### config.mk
export PLATFORM = sky130hd
export DESIGN_NAME = wb_cfg_master
export DESIGN_NICKNAME = d
export VERILOG_FILES = /design/src/rtl/wb_cfg_pkg.sv /design/src/rtl/wb_cfg_master_timeout.sv /design/src/rtl/wb_cfg_master.sv
export SDC_FILE = /design/constraint.sdc
export NUM_CORES = 1
export LEC_CHECK = 0
export BUFFER_PORTS_ARGS = -buffer_cell sky130_fd_sc_hd__buf_2
export CORE_MARGIN = 5
export CORE_UTILIZATION = 48
export CTS_CLUSTER_DIAMETER = 40
export DETAILED_ROUTE_END_ITERATION = 10
export PLACE_DENSITY_LB_ADDON = 0.15
export REMOVE_ABC_BUFFERS = 1
export SETUP_SLACK_MARGIN = 0.5
export SYNTH_ARGS = -nofsm -noshare
export SYNTH_HDL_FRONTEND = slang
export SYNTH_HIERARCHICAL = 1
export SYNTH_SLANG_ARGS = --single-unit
### constraint.sdc
create_clock -name wb_clk_i -period 2.7 [get_ports wb_clk_i]
set_clock_uncertainty 0.1 [all_clocks]
set_input_delay 0.27 -clock wb_clk_i [delete_from_list [all_inputs] [get_ports wb_clk_i]]
set_output_delay 0.27 -clock wb_clk_i [all_outputs]
set_load 0.02 [all_outputs]
### src/rtl/wb_cfg_pkg.sv
// Shared types and constants for the Wishbone configuration initiator.
// Latency: n/a (declarations only).
// Backpressure: n/a (declarations only).
package wb_cfg_pkg;

  localparam int WB_DW   = 32;
  localparam int WB_AW   = 32;
  localparam int WB_SELW = 4;

  // Byte distance between consecutive beats of a burst.
  localparam logic [WB_AW-1:0] ADDR_STRIDE = 32'd4;

  typedef enum logic [2:0] {
    ST_IDLE  = 3'd0,
    ST_WDATA = 3'd1,
    ST_BUS   = 3'd2,
    ST_RESP  = 3'd3,
    ST_DRAIN = 3'd4
  } state_t;

  // Word-align a byte address; the low two bits never reach the bus.
  function automatic logic [WB_AW-1:0] align_adr(input logic [WB_AW-1:0] a);
    return a & ~(WB_AW'(3));
  endfunction

endpackage

### src/rtl/wb_cfg_master_timeout.sv
// Beat watchdog: counts cycles spent waiting for ack and flags the last allowed one.
// Latency: hit asserts combinationally in the MAX-th consecutive run cycle.
// Backpressure: none; holds its count at the hit point until cleared.
module wb_timeout_ctr #(
  parameter int MAX = 255
) (
  input  logic clk,
  input  logic rst,
  input  logic clr,
  input  logic run,
  output logic hit
);

  localparam int CW = (MAX < 2) ? 1 : $clog2(MAX + 1);

  logic [CW-1:0] cnt;

  // Count consecutive run cycles; any clear (or reset) restarts from zero.
  always_ff @(posedge clk) begin
    if (rst || clr) begin
      cnt <= '0;
    end else if (run && !hit) begin
      cnt <= cnt + 1'b1;
    end
  end

  // The cycle in which the count shows MAX-1 is the MAX-th cycle of waiting.
  assign hit = run && (cnt == CW'(MAX - 1));

endmodule

### src/rtl/wb_cfg_master.sv
// Wishbone B3 classic initiator: burst commands + write stream in, one bus beat per word, responses out.
// Latency: cmd handshake -> stb next cycle; ack -> rsp_valid next cycle; all outputs registered.
// Backpressure: cmd/wr ready only in their states; rsp held until rsp_ready, bus idle meanwhile. Option: WB_TIMEOUT_EN.
module wb_cfg_master
  import wb_cfg_pkg::*;
#(
  parameter int LEN_W       = 4,
  parameter int TIMEOUT_CYC = 255
) (
  input  logic               wb_clk_i,
  input  logic               wb_rst_i,
  input  logic               cmd_valid,
  output logic               cmd_ready,
  input  logic               cmd_we,
  input  logic [WB_AW-1:0]   cmd_adr,
  input  logic [WB_SELW-1:0] cmd_sel,
  input  logic [LEN_W-1:0]   cmd_len,
  input  logic               wr_valid,
  output logic               wr_ready,
  input  logic [WB_DW-1:0]   wr_dat,
  output logic               rsp_valid,
  input  logic               rsp_ready,
  output logic [WB_DW-1:0]   rsp_dat,
  output logic               rsp_err,
  output logic               wbm_cyc_o,
  output logic               wbm_stb_o,
  output logic               wbm_we_o,
  output logic [WB_SELW-1:0] wbm_sel_o,
  output logic [WB_AW-1:0]   wbm_adr_o,
  output logic [WB_DW-1:0]   wbm_dat_o,
  input  logic [WB_DW-1:0]   wbm_dat_i,
  input  logic               wbm_ack_i
);

  state_t state_q, state_n;

  logic               we_q,   we_n;
  logic [WB_SELW-1:0] sel_q,  sel_n;
  logic [WB_AW-1:0]   adr_q,  adr_n;
  logic [LEN_W-1:0]   len_q,  len_n;
  logic [LEN_W-1:0]   beat_q, beat_n;
  logic [WB_DW-1:0]   wdat_q, wdat_n;
  logic [WB_DW-1:0]   rdat_q, rdat_n;
  logic               err_q,  err_n;
  logic               cyc_q;
  logic               last_beat;
  logic               to_hit;

  assign last_beat = (beat_q == len_q);

`ifdef WB_TIMEOUT_EN
  // Watchdog restarts on every entry to BUS because every beat is preceded by a non-BUS cycle.
  wb_timeout_ctr #(
    .MAX (TIMEOUT_CYC)
  ) u_timeout (
    .clk (wb_clk_i),
    .rst (wb_rst_i),
    .clr (state_q != ST_BUS),
    .run (state_q == ST_BUS),
    .hit (to_hit)
  );
`else
  assign to_hit = 1'b0;
`endif

  // Next-state and next-datapath decode; everything defaults to holding its value.
  always_comb begin
    state_n = state_q;
    we_n    = we_q;
    sel_n   = sel_q;
    adr_n   = adr_q;
    len_n   = len_q;
    beat_n  = beat_q;
    wdat_n  = wdat_q;
    rdat_n  = rdat_q;
    err_n   = err_q;

    unique case (state_q)
      ST_IDLE: begin
        if (cmd_valid && cmd_ready) begin
          we_n    = cmd_we;
          adr_n   = align_adr(cmd_adr);
          sel_n   = cmd_sel;
          len_n   = cmd_len;
          beat_n  = '0;
          err_n   = 1'b0;
          state_n = cmd_we ? ST_WDATA : ST_BUS;
        end
      end

      ST_WDATA: begin
        if (wr_valid && wr_ready) begin
          wdat_n  = wr_dat;
          state_n = ST_BUS;
        end
      end

      ST_BUS: begin
        // An ack in the same cycle as the watchdog hit wins.
        if (wbm_ack_i) begin
          if (!we_q) begin
            rdat_n  = wbm_dat_i;
            state_n = ST_RESP;
          end else if (last_beat) begin
            rdat_n  = '0;
            state_n = ST_RESP;
          end else begin
            adr_n   = adr_q + ADDR_STRIDE;
            beat_n  = beat_q + 1'b1;
            state_n = ST_WDATA;
          end
        end else if (to_hit) begin
          rdat_n = '0;
          err_n  = 1'b1;
          // A write with beats left must still swallow their words to keep the wr stream aligned.
          if (we_q && !last_beat) begin
            beat_n  = beat_q + 1'b1;
            state_n = ST_DRAIN;
          end else begin
            state_n = ST_RESP;
          end
        end
      end

      ST_RESP: begin
        if (rsp_valid && rsp_ready) begin
          if (!we_q && !last_beat && !err_q) begin
            adr_n   = adr_q + ADDR_STRIDE;
            beat_n  = beat_q + 1'b1;
            state_n = ST_BUS;
          end else begin
            state_n = ST_IDLE;
          end
        end
      end

      ST_DRAIN: begin
        if (wr_valid && wr_ready) begin
          if (last_beat) begin
            state_n = ST_RESP;
          end else begin
            beat_n = beat_q + 1'b1;
          end
        end
      end

      default: state_n = ST_IDLE;
    endcase
  end

  // State, datapath and output registers; handshake outputs are decoded from the next state.
  always_ff @(posedge wb_clk_i) begin
    if (wb_rst_i) begin
      state_q   <= ST_IDLE;
      we_q      <= 1'b0;
      sel_q     <= '0;
      adr_q     <= '0;
      len_q     <= '0;
      beat_q    <= '0;
      wdat_q    <= '0;
      rdat_q    <= '0;
      err_q     <= 1'b0;
      cmd_ready <= 1'b1;
      wr_ready  <= 1'b0;
      rsp_valid <= 1'b0;
      cyc_q     <= 1'b0;
    end else begin
      state_q   <= state_n;
      we_q      <= we_n;
      sel_q     <= sel_n;
      adr_q     <= adr_n;
      len_q     <= len_n;
      beat_q    <= beat_n;
      wdat_q    <= wdat_n;
      rdat_q    <= rdat_n;
      err_q     <= err_n;
      cmd_ready <= (state_n == ST_IDLE);
      wr_ready  <= (state_n == ST_WDATA) || (state_n == ST_DRAIN);
      rsp_valid <= (state_n == ST_RESP);
      cyc_q     <= (state_n == ST_BUS);
    end
  end

  assign wbm_cyc_o = cyc_q;
  assign wbm_stb_o = cyc_q;
  assign wbm_we_o  = we_q;
  assign wbm_sel_o = sel_q;
  assign wbm_adr_o = adr_q;
  assign wbm_dat_o = wdat_q;
  assign rsp_dat   = rdat_q;

`ifdef WB_TIMEOUT_EN
  assign rsp_err = err_q;
`else
  assign rsp_err = 1'b0;
`endif

endmodule

==> impl_metrics.json <==
{
  "core_area_um2": 10300,
  "cellLeakagePower_uw": 0.00346,
  "synth.avg_cell_area_um2": 8.04,
  "gp_congestion": 0.849,
  "top_layer_used": "met4",
  "wl_met1_um": 6670,
  "cp-end-kind": "register",
  "clkLatencyLatePin_ns": 0.52,
  "rows": 37,
  "drv_slew": 0,
  "io_buffers": 212,
  "fillers": 734,
  "yosys_most_used_dff": "dfxtp_1",
  "die_y_um": 112,
  "drc": 0,
  "yosysSeqAreaShare_pct": 45.3,
  "placed_cells": 933,
  "dp_slack_ns": 0.308,
  "crit_arrival_ns": 2.49,
  "die_area_um2": 12700,
  "overflow": 0,
  "detail-route-antenna-nets": 0,
  "holdCritStartpoint": "cmd_adr[8]",
  "clock_sinks": 114,
  "worstRegToRegCells": 7,
  "hold-path-cell-count": 3,
  "grt_pass1_wl_um": 27400,
  "cp_slowest_cell": "a221o_1",
  "syn-cell-area_um2": 5040,
  "met2_length_um": 8460,
  "postLayoutSetupSlackWorst_ns": 0.523,
  "crit_path_max_fanout": 3,
  "worstSetupPathType": "reg -> reg",
  "dr_total_vias": 5829,
  "hold_viol": 0,
  "layout.nets": 1029,
  "drt_iter0_drc": 439,
  "critical_path_required_ns": 3.02,
  "finalSetupViolations": 0,
  "drt-total-wl_um": 17200,
  "dp_hpwl_um": 10600,
  "min_period_over_period_pct": 80.6,
  "postPlaceCellArea_um2": 6130,
  "async_reset_ff_share_pct": 0,
  "min_to": "wbm_adr_o[8]$_SDFFE_PP0P_",
  "rr_startpoint": "beat_q[1]$_SDFFE_PP0P_",
  "final_cell_count_no_fill": 1066,
  "cap_violations": 0,
  "numCtsBuffers": 17,
  "pwr_density_cell_nw_per_um2": 942,
  "fp.dieW_um": 112,
  "grt_antenna_before_repair": 0,
  "ys_ff_latch": 114,
  "clk_path_buf_depth": 2,
  "htreeDepth": 4,
  "fin_hold_ws_ns": 0.0215,
  "rsz0062_at_grt": "yes",
  "wl_per_cell_um": 16.2,
  "setup_tns_ns": 0,
  "cts_tree": "built",
  "synth_cells": 627,
  "io_pins": 218,
  "r2r-end": "wbm_cyc_o$_SDFF_PP0_",
  "tightest_slew_ns": 0.791,
  "peakVddDrop_uv": 714,
  "synth_edf_count": 0,
  "worst_setup_path_start_kind": "register",
  "max_stage_delay_ns": 0.39,
  "min_period_ns": 2.18,
  "wl_met3_um": 1490,
  "grt_max_degree": 75,
  "vias_per_cell": 5.47,
  "first_pass_iters": 8,
  "slew_headroom_pct": 47.3,
  "cp_cell_sequence": "xor2_2 -> nor4_4 -> buf_4 -> o211ai_1 -> and3_2 -> a221o_1 -> and3_1",
  "ys_types": 59,
  "ys.warnings.count": 6,
  "root_buffer": "clkbuf_8",
  "clk_pin_slew_ns": 0.06,
  "drive_gt1_share_pct": 33.9,
  "hp-class": "in -> reg",
  "timing.fmax_ghz": 0.459,
  "r2r_setup_slack_ns": 0.52,
  "grt_pass1_vias": 5691,
  "initial_core_util_pct": 49.1,
  "postLayoutCellArea_um2": 7840,
  "syn2layout_area_growth_pct": 55.5,
  "track_usage_pct": 26.3,
  "status": "complete, no violations"
}
-- layer usage --
| layer | vias to the layer above | GRT usage, % |
|---|---|---|
| met5 | - | 0 |
| met4 | 0 | 12.8 |
| met3 | 54 | 8.14 |
| met2 | 286 | 43.7 |
| met1 | 2696 | 30.8 |
| li1 | 2793 | - |
-- cells in the final DEF, fill, tap and decap left out, types with 14 or more instances in the layout --
cell type and n:
dfxtp_1 92, buf_4 21, buf_2 211, nand2_1 109
o21ai_0 26, a22oi_1 33, clkbuf_16 16, nor2_1 64
nand3_1 14, dlygate4sd3_1 89, dfxtp_2 20, a21oi_1 68
-- sequential cells by signal, indices dropped and copies added, names as in the netlist --
| name | count |
|---|---|
| state_q | 3 |
| wbm_we_o | 1 |
| rsp_dat | 32 |
| len_q | 4 |
| wbm_cyc_o | 1 |
| wbm_adr_o | 30 |
| rsp_valid | 1 |
| wbm_sel_o | 4 |
| wr_ready | 1 |
| wbm_dat_o | 32 |
| cmd_ready | 1 |
| beat_q | 4 |
-- timing repair --
action,4_1_cts,5_1_grt
cloned,0,0
hold endpoints to repair,90,0
endpoints found under the setup margin,70,43
gates resized for setup,13,42
setup buffers,4,7
hold buffers,89,0
pin swaps,2,11
-- how the worst max path moves through the flow --
stage / to / cells past startpoint / start / slack [ns]
6_report: wbm_cyc_o$_SDFF_PP0_ / 7 / beat_q[1]$_SDFFE_PP0P_ / 0.52
5_1_grt: wbm_cyc_o$_SDFF_PP0_ / 7 / beat_q[1]$_SDFFE_PP0P_ / 0.42
4_1_cts: beat_q[0]$_SDFFE_PP0P_ / 8 / beat_q[3]$_SDFFE_PP0P_ / 0.45
3_5_place_dp: wbm_adr_o[15]$_SDFFE_PP0P_ / 7 / state_q[1]$_SDFF_PP0_ / 0.31
3_3_place_gp: wbm_adr_o[15]$_SDFFE_PP0P_ / 7 / state_q[1]$_SDFF_PP0_ / 0.35
2_1_floorplan: wbm_adr_o[25]$_SDFFE_PP0P_ / 6 / state_q[1]$_SDFF_PP0_ / -0.50
-- cells by family after synthesis --
logic type | Yosys count | synth area share, %
other | 1 | 0.0744
DFF | 114 | 45.3
muxes | 9 | 1.79
adders and majority gates | 2 | 0.496
and+or+nand+nor | 244 | 22.0
buffers and inverters | 64 | 5.46
xor gates and xnor gates | 9 | 1.56
AOI/OAI and AO/OA | 184 | 23.3
-- area by class of cell --
| class | instances | area (um^2) | share of cell area, % |
|---|---|---|---|
| Timing Repair Buffer | 323 | 2140 | 27.3 |
| Multi-Input combinational cell | 451 | 2580 | 33.0 |
| Inverter | 9 | 33.8 | 0.431 |
| Antenna cell | 1 | 2.50 | 0.0319 |
| Clock inverter | 14 | 180 | 2.30 |
| Clock buffer | 18 | 418 | 5.33 |
| Sequential cell | 114 | 2310 | 29.5 |
| Tap cell | 136 | 170 | 2.17 |
-- synth_stat cells (2+ instances only) --
cell type	count	area share, %
o211ai_1	3	0.45
nand3_1	15	1.5
nor4_1	4	0.50
or3b_2	2	0.35
dfxtp_1	114	45
o221ai_1	4	0.69
xor2_1	8	1.4
o31ai_1	5	0.74
or4_1	2	0.30
a211oi_1	12	1.8
or3_1	2	0.25
nand2_1	110	8.2
mux2i_1	9	1.8
nor3_1	5	0.50
and3_1	9	1.1
and4_1	5	0.87
o21ai_0	27	2.7
inv_1	9	0.67
and2_1	8	0.99
ha_1	2	0.50
nor2b_1	2	0.25
a311oi_1	2	0.35
nor2_1	64	4.8
nand2b_1	2	0.25
buf_4	5	0.74
o22ai_1	7	0.87
clkbuf_1	42	3.1
nand4_1	7	0.87
nand3b_1	2	0.30
a31oi_1	4	0.50
o32ai_1	2	0.35
a21oi_1	68	6.8
buf_2	7	0.69
a22oi_1	33	4.9
-- critical path: cells and delay by family, from the launching register on --
family / cells / cell delay [ns]
xor gates and xnor gates: 1 / 0.18
DFF: 1 / 0.36
buffers and inverters: 1 / 0.18
and+or+nand+nor: 3 / 0.75
AOI/OAI and AO/OA: 2 / 0.50
-- stage by stage --
step,power (uW),utilization [%]
detailed placement,4720,59.6
global route,7810,76.2
CTS,7190,74.7
finish,7380,76.3
global placement,4650,59.6
floorplan,3860,-
-- power breakdown --
| part | leakage (uW) | total (uW) | internal (uW) | switching [uW] |
|---|---|---|---|---|
| clock network | 0.000286 | 2250 | 1420 | 833 |
| registers | 0.000937 | 2400 | 2030 | 373 |
| logic | 0.00223 | 2730 | 1130 | 1600 |
| total | 0.00346 | 7380 | 4580 | 2800 |
(Power assumes the default switching activity.)
